### src/rtl/homing_sequencer.sv
// Homing controller: arms on start, waits for a qualified index (Z) edge in the requested
// direction, captures the count and strobes a counter rebase. Optional timer: HOMING_TIMEOUT_EN.
module homing_sequencer #(
  parameter int CW = 16,
  parameter int TW = 24,
  parameter int ZQ = 3
) (
  input  logic          clk,
  input  logic          rst,
  input  logic          start,
  input  logic          abort,
  input  logic          dir_req,
  input  logic [CW-1:0] offset,
  input  logic [TW-1:0] timeout,
  input  logic          z,
  input  logic          forward,
  input  logic [CW-1:0] cnt,
  output logic          cnt_load,
  output logic [CW-1:0] cnt_load_val,
  output logic [CW-1:0] idx_pos,
  output logic          busy,
  output logic          done,
  output logic          err,
  output logic [1:0]    err_code
);

  localparam int QW = (ZQ < 2) ? 1 : $clog2(ZQ + 1);

  typedef enum logic [2:0] {
    S_IDLE, S_SEEK, S_QUAL, S_LOAD, S_DONE, S_FAIL
  } state_t;

  localparam logic [1:0] EC_NONE    = 2'b00;
  localparam logic [1:0] EC_TIMEOUT = 2'b01;
  localparam logic [1:0] EC_ABORT   = 2'b10;

  state_t        state_q, state_d;
  logic          z_meta_q, z_s_q, z_d_q;
  logic [QW-1:0] qual_q, qual_d, qual_inc;
  logic [CW-1:0] offset_q, offset_d;
  logic [CW-1:0] idx_pos_q, idx_pos_d;
  logic [1:0]    err_code_q, err_code_d;
  logic          busy_q, done_q, err_q, cnt_load_q;
  logic          z_rise, timed_out;

  assign z_rise   = z_s_q & ~z_d_q;
  assign qual_inc = qual_q + 1'b1;

`ifdef HOMING_TIMEOUT_EN
  logic [TW-1:0] timer_q, timer_d;
  logic [TW-1:0] timeout_q, timeout_d;

  assign timed_out = (timeout_q != '0) && (timer_q >= timeout_q);

  // Timer runs only while seeking/qualifying and saturates at all-ones.
  always_comb begin
    timer_d   = timer_q;
    timeout_d = timeout_q;
    if ((state_q == S_IDLE || state_q == S_DONE || state_q == S_FAIL) && start) begin
      timer_d   = '0;
      timeout_d = timeout;
    end else if ((state_q == S_SEEK || state_q == S_QUAL) && (timer_q != '1)) begin
      timer_d = timer_q + 1'b1;
    end
  end
`else
  logic [TW-1:0] unused_timeout;
  assign unused_timeout = timeout;
  assign timed_out      = 1'b0;
`endif

  always_comb begin
    state_d    = state_q;
    qual_d     = qual_q;
    offset_d   = offset_q;
    idx_pos_d  = idx_pos_q;
    err_code_d = err_code_q;
    case (state_q)
      S_IDLE, S_DONE, S_FAIL: begin
        if (start) begin
          state_d    = S_SEEK;
          offset_d   = offset;
          err_code_d = EC_NONE;
        end
      end
      S_SEEK: begin
        if (abort) begin
          state_d    = S_FAIL;
          err_code_d = EC_ABORT;
        end else if (z_rise && (forward == dir_req)) begin
          idx_pos_d = cnt;
          qual_d    = QW'(1);
          state_d   = (ZQ <= 1) ? S_LOAD : S_QUAL;
        end else if (timed_out) begin
          state_d    = S_FAIL;
          err_code_d = EC_TIMEOUT;
        end
      end
      S_QUAL: begin
        if (abort) begin
          state_d    = S_FAIL;
          err_code_d = EC_ABORT;
        end else if (z_s_q) begin
          qual_d = qual_inc;
          if (qual_inc == QW'(ZQ)) state_d = S_LOAD;
        end else if (timed_out) begin
          state_d    = S_FAIL;
          err_code_d = EC_TIMEOUT;
        end else begin
          state_d = S_SEEK;
        end
      end
      S_LOAD: begin
        if (abort) begin
          state_d    = S_FAIL;
          err_code_d = EC_ABORT;
        end else begin
          state_d = S_DONE;
        end
      end
      default: state_d = S_IDLE;
    endcase
  end

  always_ff @(posedge clk or posedge rst) begin
    if (rst) begin
      state_q    <= S_IDLE;
      z_meta_q   <= 1'b0;
      z_s_q      <= 1'b0;
      z_d_q      <= 1'b0;
      qual_q     <= '0;
      offset_q   <= '0;
      idx_pos_q  <= '0;
      err_code_q <= EC_NONE;
      busy_q     <= 1'b0;
      done_q     <= 1'b0;
      err_q      <= 1'b0;
      cnt_load_q <= 1'b0;
`ifdef HOMING_TIMEOUT_EN
      timer_q    <= '0;
      timeout_q  <= '0;
`endif
    end else begin
      z_meta_q   <= z;
      z_s_q      <= z_meta_q;
      z_d_q      <= z_s_q;
      state_q    <= state_d;
      qual_q     <= qual_d;
      offset_q   <= offset_d;
      idx_pos_q  <= idx_pos_d;
      err_code_q <= err_code_d;
      busy_q     <= (state_d == S_SEEK) || (state_d == S_QUAL) || (state_d == S_LOAD);
      done_q     <= (state_d == S_DONE);
      err_q      <= (state_d == S_FAIL);
      cnt_load_q <= (state_d == S_LOAD);
`ifdef HOMING_TIMEOUT_EN
      timer_q    <= timer_d;
      timeout_q  <= timeout_d;
`endif
    end
  end

  // An abort arriving during LOAD must still be able to cancel the rebase strobe.
  assign cnt_load     = cnt_load_q & ~abort;
  assign cnt_load_val = offset_q;
  assign idx_pos      = idx_pos_q;
  assign busy         = busy_q;
  assign done         = done_q;
  assign err          = err_q;
  assign err_code     = err_code_q;

endmodule

### config.mk
export PLATFORM = sky130hd
export DESIGN_NAME = homing_sequencer
export DESIGN_NICKNAME = d
export VERILOG_FILES = /design/src/rtl/homing_sequencer.sv
export SDC_FILE = /design/constraint.sdc
export NUM_CORES = 1
export LEC_CHECK = 0
export CORE_MARGIN = 8
export CORE_UTILIZATION = 40
export CTS_BUF_LIST = sky130_fd_sc_hd__clkbuf_8
export CTS_CLUSTER_SIZE = 25
export DETAILED_ROUTE_END_ITERATION = 8
export GPL_TIMING_DRIVEN = 0
export PLACE_DENSITY_LB_ADDON = 0.1
export SKIP_LAST_GASP = 1
export SYNTH_ARGS = -nofsm -noshare
export SYNTH_HDL_FRONTEND = slang
export SYNTH_SLANG_ARGS = --single-unit
### constraint.sdc
create_clock -name clk -period 2.2 [get_ports clk]
set_clock_uncertainty 0.1 [all_clocks]
set_input_delay 0.22 -clock clk [delete_from_list [all_inputs] [get_ports clk]]
set_output_delay 0.22 -clock clk [all_outputs]
set_load 0.02 [all_outputs]
* Word-level counts from Yosys, hierarchy flattened
Cells that the tools add are included.
** Word-level totals
- Word-level logic and storage cells :: 63
- Output and inout bits :: 38
- Bits in registers :: 46
- Input port bits :: 63
** Operators by class
- Add/sub/neg operators :: 1
- Mux-type cells :: 16
- Equal/unequal tests :: 18
- Reduce and logical (&&, ||, !) cells :: 12
- Bitwise gates (word level) :: 4
** Operators with widths (number)
- $mux 3 :: 6
- $eq 3x2->1 const B :: 4
- $eq 3x3->1 const B :: 4
- $mux 2 :: 6
- $pmux 3 s4 :: 1
- $ne 2x2->1 const B :: 5
- $pmux 2 s2 :: 2
- $eq 3x1->1 const B :: 2
- $reduce_and 3->1 :: 2
- $reduce_or 3->1 :: 2
- $reduce_and 5->1 :: 1
- $reduce_bool 2->1 :: 2
- $logic_not 3->1 :: 1
- $add 2x1->2 const B :: 1
- $and 1x1->1 :: 2
- $eq 2x2->1 const B :: 1
- $logic_or 1x1->1 :: 2
- $ne 2x1->1 const B :: 1
- $not 1->1 :: 2
- $reduce_and 2->1 :: 1
- $eq 1x1->1 :: 1
- $logic_and 1x1->1 :: 1
- $mux 1 :: 1

* Depth between registers and ports, before layout
Gate-level depths: netlist (run 1).
- Depth in word-level cells :: 9
- Mapped depth :: 6
- Depth with buffers taken out :: 5

* Worst setup path after synthesis (run 1)
Ideal clock, no wire load.
- Path type :: register -> register
- From :: register state_q[1]
- To :: register idx_pos_q[1] (netlist: idx_pos[1])
- Period minus slack after synthesis :: 1.919 ns
- Data arrival time :: 1.694 ns
- Path slack :: 0.281 ns
- Required time :: 1.975 ns
- Path buffers :: 3
- Setup time :: 0.125 ns
- Stages on the path, launching flop included :: 7
- Cells stage by stage :: dfrtp_1 -> buf_6 -> nor3b_4 -> or4b_1 -> buf_6 -> buf_12 -> mux2_4
** Between the ends
- Word-level cells in the longest chain between the ends :: 2
** Ends and longest elaborated chain
- start, declared :: line 37 : state_t state_q, state_d;
- start signal, assigned :: line 147 : state_q <= state_d;
- $eq 3x1->1 :: line 78 : case (state_q)
- $reduce_and 3->1 (no source line)
- end signal, assigned :: line 150 : idx_pos_q <= idx_pos_d;
- end, declared :: line 41 : logic [CW-1:0] idx_pos_q, idx_pos_d;
Every way passes these cells.
A chain may end at the register's enable or synchronous reset.

* Worst setup path in the final report (run 1)
- From :: input abort
- To :: register idx_pos_q[3] (netlist: idx_pos[3])
** Between the ends
- Word-level cells in the longest chain between the ends :: 2
** Ends and longest elaborated chain
- start, declared :: line 11 : input logic abort,
- $not 1->1 (no source line)
- $reduce_and 3->1 (no source line)
Every way passes these cells.

==> results.yml, run 1 <==
run_status:
  outcome: "finished, final reports clean"
global_route:
  grt_max_degree: 30
  grt_pass1_wl_um: 7130
  antenna_found_initial: 0
  grt_usage: 0.123
  grt-ovfl-total: 0
  grt_pass1_vias: 1449
place:
  portBuffers: 75
  dp.cells: 251
  gp_routability_congestion: 0.783
  hpwl_um: 3320
  placedInstanceArea_um2: 2680
synth:
  synth_flop_cell: "dfrtp_1"
  synth_area_leaders: "dfrtp_1 61%, mux2_2 15%, mux2_4 5.7%"
  synthArstFlopShare: 1.00
  ys.warnings.count: 0
  synthCells: 123
  synth.top_cell.area_share: 0.611
  syn_area_um2: 1840
  seq_area_frac_synth: 0.611
  synth_fp_nets: 187
  synth_area_per_cell_um2: 15.0
  yosysTopAreaCell: "dfrtp_1"
  synth_edf_count: 0
  synth.distinct_cells: 32
  ys_ff_latch: 45
routing:
  avgViaCountPerCell: 4.91
  vias: 1272
  routedWlPerCell_um: 16.4
  antenna_left: 0
  drc_errors: 0
  wirelength_um: 4260
  firstDrtPassIters: 4
  dr.first_iter.drc_count: 56
cts:
  clk_latency_ps: 290
  holdBufCountCts: 0
  clk_pin_slew_ps: 80
  h-tree-depth: 2
  clock-root-buffer: "clkbuf_8"
  cts_sinks: 45
  postCtsSetupRepairBufs: 0
  cts_inserted_buffers: 5
  cts_tree: "yes"
  cts_max_path_buffers: 2
worst_setup_path:
  startpoint_type: "input port"
  crit_type: "input port to flop"
  crit_required_ps: 2280
  worstPathMaxFanout: 10
  crit_arrival_ps: 2160
  crit_path_end_kind: "flop"
layout:
  finish.utilization: 0.635
  area_growth_pct: 51.1
  multiInputGateArea_um2: 647
  fin_cells: 259
  layout-drive-gt1-share: 0.242
  postLayoutCellArea_um2: 2780
  antenna_cells: 0
  n_fill_cell: 344
  nets: 270
  ff_latch_area_um2: 1130
sta:
  report.final.slew_viol_count: 0
  fmax_ghz: 0.481
  rsz0062_at_grt: "no"
  finalHoldViolCount: 0
  setup_tns_ps: 0
  period_minus_slack_ps: 2080
  setup_viol: 0
  finalCritPeriodShare: 0.945
power:
  p_seq_frac: 0.362
  sw_frac_of_total: 0.347
  powerDensity_nw_per_um2: 1390
  clkPwrFrac: 0.144
  leakage_uw: 0.00122
  internal_power_uw: 2520
  combPwrFrac: 0.494
  peakVddDrop_uv: 716
  p_sw_uw: 1340
floorplanning:
  fp.dieH_um: 83.9
  start_util: 0.420
  die_area_um2: 7040
  die-width_um: 83.9
  ioPinCount: 101
  core-area_um2: 4380
  core.rowCount: 24
job:
  drv_cap: 0
hold_path:
  hp-class: "input port to asynchronous set/reset pin"
sequential cells by signal, summed over array words and instances (netlist names), 2 cells and up:
register      count
idx_pos          16
cnt_load_val     16
qual_q            2
state_q           3
cells in the mapped netlist (2+ instances only):
library cell and n:
nand2b_1 3, nor2b_1 2, nand2_1 3, nor3b_1 3, inv_1 4, nor4_1 2, mux2_4 7, buf_6 2
dfrtp_1 45, mux2_2 25, o31a_1 2, a21oi_1 5
routing by layer:
| layer | global-route usage | vias up | wire length, µm |
|---|---|---|---|
| met5 | 0 | - | 0 |
| met4 | 0.0455 | 0 | 40 |
| met3 | 0.0625 | 5 | 392 |
| met2 | 0.195 | 44 | 2080 |
| met1 | 0.138 | 625 | 1740 |
| li1 | - | 598 | - |
placed cells by master, fill, tap and decap left out, types with 2 or more instances in the layout:
cell type,Yosys,routed
a21oi_1,5,4
buf_12,1,2
buf_6,2,2
clkbuf_8,0,7
clkdlybuf4s50_1,0,75
dfrtp_1,45,45
inv_1,4,3
mux2_2,25,25
mux2_4,7,7
nand2_1,3,3
nand2b_1,3,3
nor2b_1,2,2
nor3b_1,3,3
nor4_1,2,2
o31a_1,2,2
kinds of logic (layout without fill, tap and decap cells):
group | Yosys count | after routing | synth area share
multiplexers | 33 | 33 | 0.215
flip-flops | 45 | 45 | 0.611
AO/OA/AOI/OAI | 13 | 13 | 0.0489
buffers and inverters | 10 | 94 | 0.0400
adder cells (fa/ha/maj) | 2 | 2 | 0.0122
other | 1 | 1 | 0.00203
XOR/XNOR | 1 | 1 | 0.00475
AND/OR/NAND/NOR | 18 | 18 | 0.0658
power by group through the flow:
stage	logic, µW	clock network, µW	registers, µW
3_5_place_dp	1930	0	1410
6_report	1900	555	1400
5_1_grt	2020	611	1450
4_1_cts	1930	575	1390
2_1_floorplan	608	0	1810
3_3_place_gp	1890	0	1380
layout make-up:
class	count	area share
flip-flops and latches	45	0.404
repair buffers	76	0.277
multi-input cells	68	0.232
clock buffers	7	0.0346
well taps	52	0.0234
plain buffers	6	0.0211
inverters	4	0.00539
clock inverters	1	0.00180
worst paths after layout:
| check | from | to | slack [ps] | cells after the start |
|---|---|---|---|---|
| min reg2reg | z_meta_q | z_s_q | 260 | 0 |
| max reg2reg | state_q[2] | idx_pos[3] | 180 | 5 |
| min | rst | cnt_load_val[2] | 120 | 2 |
| max in group asynchronous | rst | cnt_load_val[12] | 1420 | 3 |
| max | abort | idx_pos[3] | 120 | 6 |
| min in group clk | z | z_meta_q | 260 | 1 |
stage by stage:
step | hold slack [ps] | power (µW) | worst slack (ps)
floorplan | 151 | 2410 | 281
global placement | 232 | 3270 | -136
detailed placement | 246 | 3330 | -168
CTS | 121 | 3900 | 54.4
global route | 145 | 4080 | 33.0
finish | 115 | 3860 | 121
critical path, cell delays in order:
cell             delay (ps)
clkdlybuf4s50_1         500
nand2b_1                290
or4b_1                  530
buf_6                   170
buf_12                  150
mux2_4                  290
timing repair:
item,CTS,global route
resized for setup,0,1
setup endpoints to repair,0,10
hold endpoints to repair,0,0
(Power assumes the default switching activity.)
==> inputs of run 2 (changes only) <==
--- a/config.mk
+++ b/config.mk
@@ -11,7 +11,8 @@
 export CTS_CLUSTER_SIZE = 25
 export DETAILED_ROUTE_END_ITERATION = 8
 export GPL_TIMING_DRIVEN = 0
-export PLACE_DENSITY_LB_ADDON = 0.1
+export MAX_ROUTING_LAYER = met4
+export PLACE_DENSITY = 0.88
 export SKIP_LAST_GASP = 1
 export SYNTH_ARGS = -nofsm -noshare
 export SYNTH_HDL_FRONTEND = slang
==> run 2 against run 1 <==
  * Register-to-register slack is essentially flat
  * Global-route usage grew 0.094 points
  * Critical endpoint is now idx_pos[5]
  * Sequential power is essentially flat
  * Combinational power is essentially flat
  * Die area is the same
  * Hold slack gained 0.93 ps
  * Routed wire length shrank 4.1%
  * Clock power shrank 15%
  * Worst setup slack gained 15 ps
==> results.yml, run 2 (synthesized netlist as in run 1, its figures left out) <==
run_status:
  outcome: "finished, final reports clean"
hold_path:
  hp-class: "input port to asynchronous set/reset pin"
global_route:
  grt_max_degree: 31
  grt_usage: 0.124
  gr-usage-met2: 0.186
  antenna_found_initial: 0
  gr-max-usage-layer: "met2"
  met1_usage: 0.153
  use_met3: 0.0439
  grt_pass1_wl_um: 6870
  grt-ovfl-total: 0
  grt_pass1_vias: 1417
sta:
  worst_slack_ps: 136
  setup_viol: 0
  finalHoldViolCount: 0
  report.final.slew_viol_count: 0
  finalCritPeriodShare: 0.938
  rsz0062_at_grt: "no"
  fmax_ghz: 0.484
  period_minus_slack_ps: 2060
cts:
  h-tree-depth: 2
  cts_max_path_buffers: 2
  cts_inserted_buffers: 5
  clk_pin_slew_ps: 80
  cts_tree: "yes"
  clk_latency_ps: 290
  clock-root-buffer: "clkbuf_8"
  cts_sinks: 45
  holdBufCountCts: 0
layout:
  n_fill_cell: 330
  area_growth_pct: 50.0
  nets: 270
  antenna_cells: 0
  layout-drive-gt1-share: 0.237
  layout_commonest_cell: "clkdlybuf4s50_1"
  mostFrequentLayoutCells: "75 x clkdlybuf4s50_1, 45 x dfrtp_1, 25 x mux2_2"
  postLayoutCellArea_um2: 2770
worst_setup_path:
  r2r-end: "idx_pos[5]"
  crit_path_end_kind: "flop"
  crit_required_ps: 2270
  r2r_cells: 6
  crit_arrival_ps: 2140
  endpoint: "idx_pos[5]"
  worstPathMaxFanout: 10
  crit_type: "input port to flop"
  r2r_slack_ps: 190
  r2r-start: "state_q[1]"
  critPathLaunch: "abort"
  startpoint_type: "input port"
place:
  portBuffers: 75
  placedInstanceArea_um2: 2680
  dp_slack_ps: -158
  hpwl_um: 3190
  gp_routability_congestion: 0.763
floorplanning:
  die_area_um2: 7040
  fp.dieH_um: 83.9
  start_util: 0.420
  ioPinCount: 101
  core.rowCount: 24
  core-area_um2: 4380
  die-width_um: 83.9
routing:
  routedWlPerCell_um: 15.8
  wirelength_um: 4080
  antenna_left: 0
  firstDrtPassIters: 4
  dr.first_iter.drc_count: 81
  avgViaCountPerCell: 4.92
  vias: 1275
  drc_errors: 0
power:
  leakage_uw: 0.00122
  peakVddDrop_uv: 828
  powerDensity_nw_per_um2: 1360
job:
  drv_cap: 0
[run 2: worst min-delay path by stage]
stage	end	cells past startpoint	startpoint	slack, ps
after floorplan	z_meta_q	0	z	150
after global placement	z_s_q	0	z_meta_q	230
after detailed placement	z_s_q	0	z_meta_q	250
after CTS	idx_pos[8]	2	rst	120
after global routing	idx_pos[12]	2	rst	150
final	idx_pos[12]	2	rst	120
[run 2: critical path: stages]
cell	delay (ps)
clkdlybuf4s50_1	510
nand2b_1	280
or4b_1	510
buf_6	170
buf_12	150
mux2_4	290
[run 2: per-stage QoR]
step	setup TNS, ps	util	total power [µW]	instances	hold slack [ps]
2_1_floorplan	0	-	2410	123	151
6_report	0	0.631	3770	259	116
3_5_place_dp	-2120	0.611	3320	251	247
5_1_grt	0	0.631	3990	259	149
4_1_cts	0	0.630	3820	259	123
3_3_place_gp	-6190	0.606	3280	250	232
[run 2: per-layer routing]
metal | wire length, µm | up-vias
li1 | - | 603
met1 | 1900 | 617
met2 | 1860 | 50
met3 | 267 | 5
met4 | 46 | 0
met5 | 0 | -
[run 2: power by group]
part,leakage (µW),internal (µW),switching [µW]
registers,0.000544,1190,198
clock network,0.0000491,215,255
logic,0.000624,1040,870
total,0.00122,2450,1320
[run 2: repair_timing]
| item | CTS | global route |
|---|---|---|
| resized for setup | 0 | 1 |
| setup buffers | 0 | 0 |
| endpoints found under the setup margin | 0 | 10 |
[run 2: final cells by class]
class	count	area, µm²	area share
Tap cell	52	65.1	0.0235
Buffer	6	58.8	0.0213
Clock inverter	3	13.8	0.00498
Inverter	4	15.0	0.00543
Multi-Input combinational cell	68	647	0.234
Timing Repair Buffer	76	771	0.279
Clock buffer	5	68.8	0.0249
Sequential cell	45	1130	0.407
==> inputs of run 3 (changes only) <==
--- a/config.mk
+++ b/config.mk
@@ -6,13 +6,13 @@
 export NUM_CORES = 1
 export LEC_CHECK = 0
 export CORE_MARGIN = 8
-export CORE_UTILIZATION = 40
+export CORE_UTILIZATION = 36
 export CTS_BUF_LIST = sky130_fd_sc_hd__clkbuf_8
 export CTS_CLUSTER_SIZE = 25
 export DETAILED_ROUTE_END_ITERATION = 8
 export GPL_TIMING_DRIVEN = 0
 export MAX_ROUTING_LAYER = met4
-export PLACE_DENSITY = 0.88
+export PLACE_DENSITY = 0.84
 export SKIP_LAST_GASP = 1
 export SYNTH_ARGS = -nofsm -noshare
 export SYNTH_HDL_FRONTEND = slang
==> constraint.sdc (replaced) <==
create_clock -name clk -period 1.7 [get_ports clk]
set_clock_uncertainty 0.1 [all_clocks]
set_input_delay 0.17 -clock clk [delete_from_list [all_inputs] [get_ports clk]]
set_output_delay 0.17 -clock clk [all_outputs]
set_load 0.02 [all_outputs]
==> run 3 against run 2 <==
  * The run now ends with negative setup slack left
  * Utilization fell by 5.1 points
  * Non-clock buffer count rose by 6
  * Total power rose by 33%
  * Largest power group unchanged
==> results.yml, run 3 (synthesized netlist as in run 1, its figures left out) <==
layout:
  layout_commonest_cell: "clkdlybuf4s50_1"
  postLayoutCellArea_um2: 2900
  antenna_cells: 0
  finish.utilization: 0.579
  mostFrequentLayoutCells: "74 x clkdlybuf4s50_1, 44 x dfrtp_1, 25 x mux2_2"
  area_growth_pct: 57.5
  layout-drive-gt1-share: 0.291
  nets: 276
  fin_cells: 283
cts:
  clock-root-buffer: "clkbuf_8"
  cts_sinks: 45
  h-tree-depth: 2
  cts_max_path_buffers: 2
  cts_tree: "yes"
  clk_latency_ps: 290
  clk_pin_slew_ps: 80
  cts_inserted_buffers: 5
power:
  peakVddDrop_uv: 899
  powerDensity_nw_per_um2: 1730
  totalPowerFinal_uw: 5020
  leakage_uw: 0.00128
run_status:
  outcome: "complete, but fails checks"
  violations: "negative setup slack"
sta:
  period_minus_slack_ps: 1910
  fmax_ghz: 0.525
  finalCritPeriodShare: 1.12
  report.final.slew_viol_count: 0
  worst_slack_ps: -207
  finalHoldViolCount: 0
  setup_viol: 19
  rsz0062_at_grt: "yes"
worst_setup_path:
  crit_type: "flop to flop"
  crit_slowest_cell: "or4b_4"
  worstPathMaxFanout: 5
  crit_path_end_kind: "flop"
  max_stage_delay_ps: 570
  critPathTopFamily: "simple AND/OR/NAND/NOR gates"
  crit_arrival_ps: 1980
  r2r-start: "state_q[2]"
  r2r_slack_ps: -210
  startpoint_type: "flop"
  path_buf_inv: 1
  critPathLaunch: "state_q[2]"
  crit_required_ps: 1780
  path_cells: "nor3b_4 -> or4b_4 -> buf_12 -> mux2_4"
global_route:
  grt_usage: 0.123
  grt_max_degree: 34
  antenna_found_initial: 0
  grt-ovfl-total: 0
  grt_pass1_vias: 1409
  grt_pass1_wl_um: 7070
floorplanning:
  core-area_um2: 5010
  fp.dieH_um: 87.6
  start_util: 0.368
  core.rowCount: 26
  die_area_um2: 7670
  ioPinCount: 101
  die-width_um: 87.6
place:
  gp_routability_congestion: 0.775
  placedInstanceArea_um2: 2710
  dp_slack_ps: -604
  portBuffers: 75
  hpwl_um: 3220
  dp.cells: 269
routing:
  vias: 1284
  antenna_left: 0
  firstDrtPassIters: 4
  dr.first_iter.drc_count: 52
  avgViaCountPerCell: 4.54
  wirelength_um: 4360
  routedWlPerCell_um: 15.4
  drc_errors: 0
hold_path:
  hp-class: "input port to asynchronous set/reset pin"
job:
  drv_cap: 0
[run 3: final timing paths]
kind	to	cells past startpoint
min in group clk	z_meta_q	1
hold / removal	cnt_load_val[10]	2
setup reg to reg	idx_pos[4]	4
hold reg to reg	z_s_q	0
setup / recovery	idx_pos[4]	4
max in group asynchronous	state_q[2]	3
[run 3: where the power goes]
part | internal [µW] | switching (µW) | total (µW) | leakage [µW]
clock | 279 | 340 | 620 | 0.0000491
sequential | 1550 | 244 | 1790 | 0.000543
combinational | 1440 | 1170 | 2610 | 0.000689
total | 3260 | 1750 | 5020 | 0.00128
[run 3: final cells by class]
class / count / area [µm²]
fill: 432 / 2110
multi-input combinational: 68 / 684
inverter: 4 / 15.0
tap: 70 / 87.6
buffer: 4 / 40.0
sequential: 45 / 1130
clock inverter: 3 / 13.8
timing repair buffer: 84 / 866
clock buffer: 5 / 68.8
[run 3: per-layer routing]
metal	up-vias	routed length, µm	GRT usage
li1	609	-	-
met1	639	1820	0.143
met2	32	2320	0.203
met3	4	194	0.0366
met5	-	0	-
met4	0	27	0.0328
[run 3: what timing repair did]
item | 4_1_cts | 5_1_grt
resized for setup | 10 | 4
endpoints found under the setup margin | 31 | 23
pin swaps | 3 | 2
hold buffers | 0 | 0
setup buffers | 5 | 2
gates cloned | 1 | 0
[run 3: stage by stage]
| step | hold WS, ps | TNS (ps) |
|---|---|---|
| 2_1_floorplan | 101 | -2180 |
| 3_3_place_gp | 233 | -37130 |
| 3_5_place_dp | 238 | -12460 |
| 4_1_cts | 42.9 | -5040 |
| 5_1_grt | 64.0 | -4150 |
| 6_report | 41.9 | -3360 |
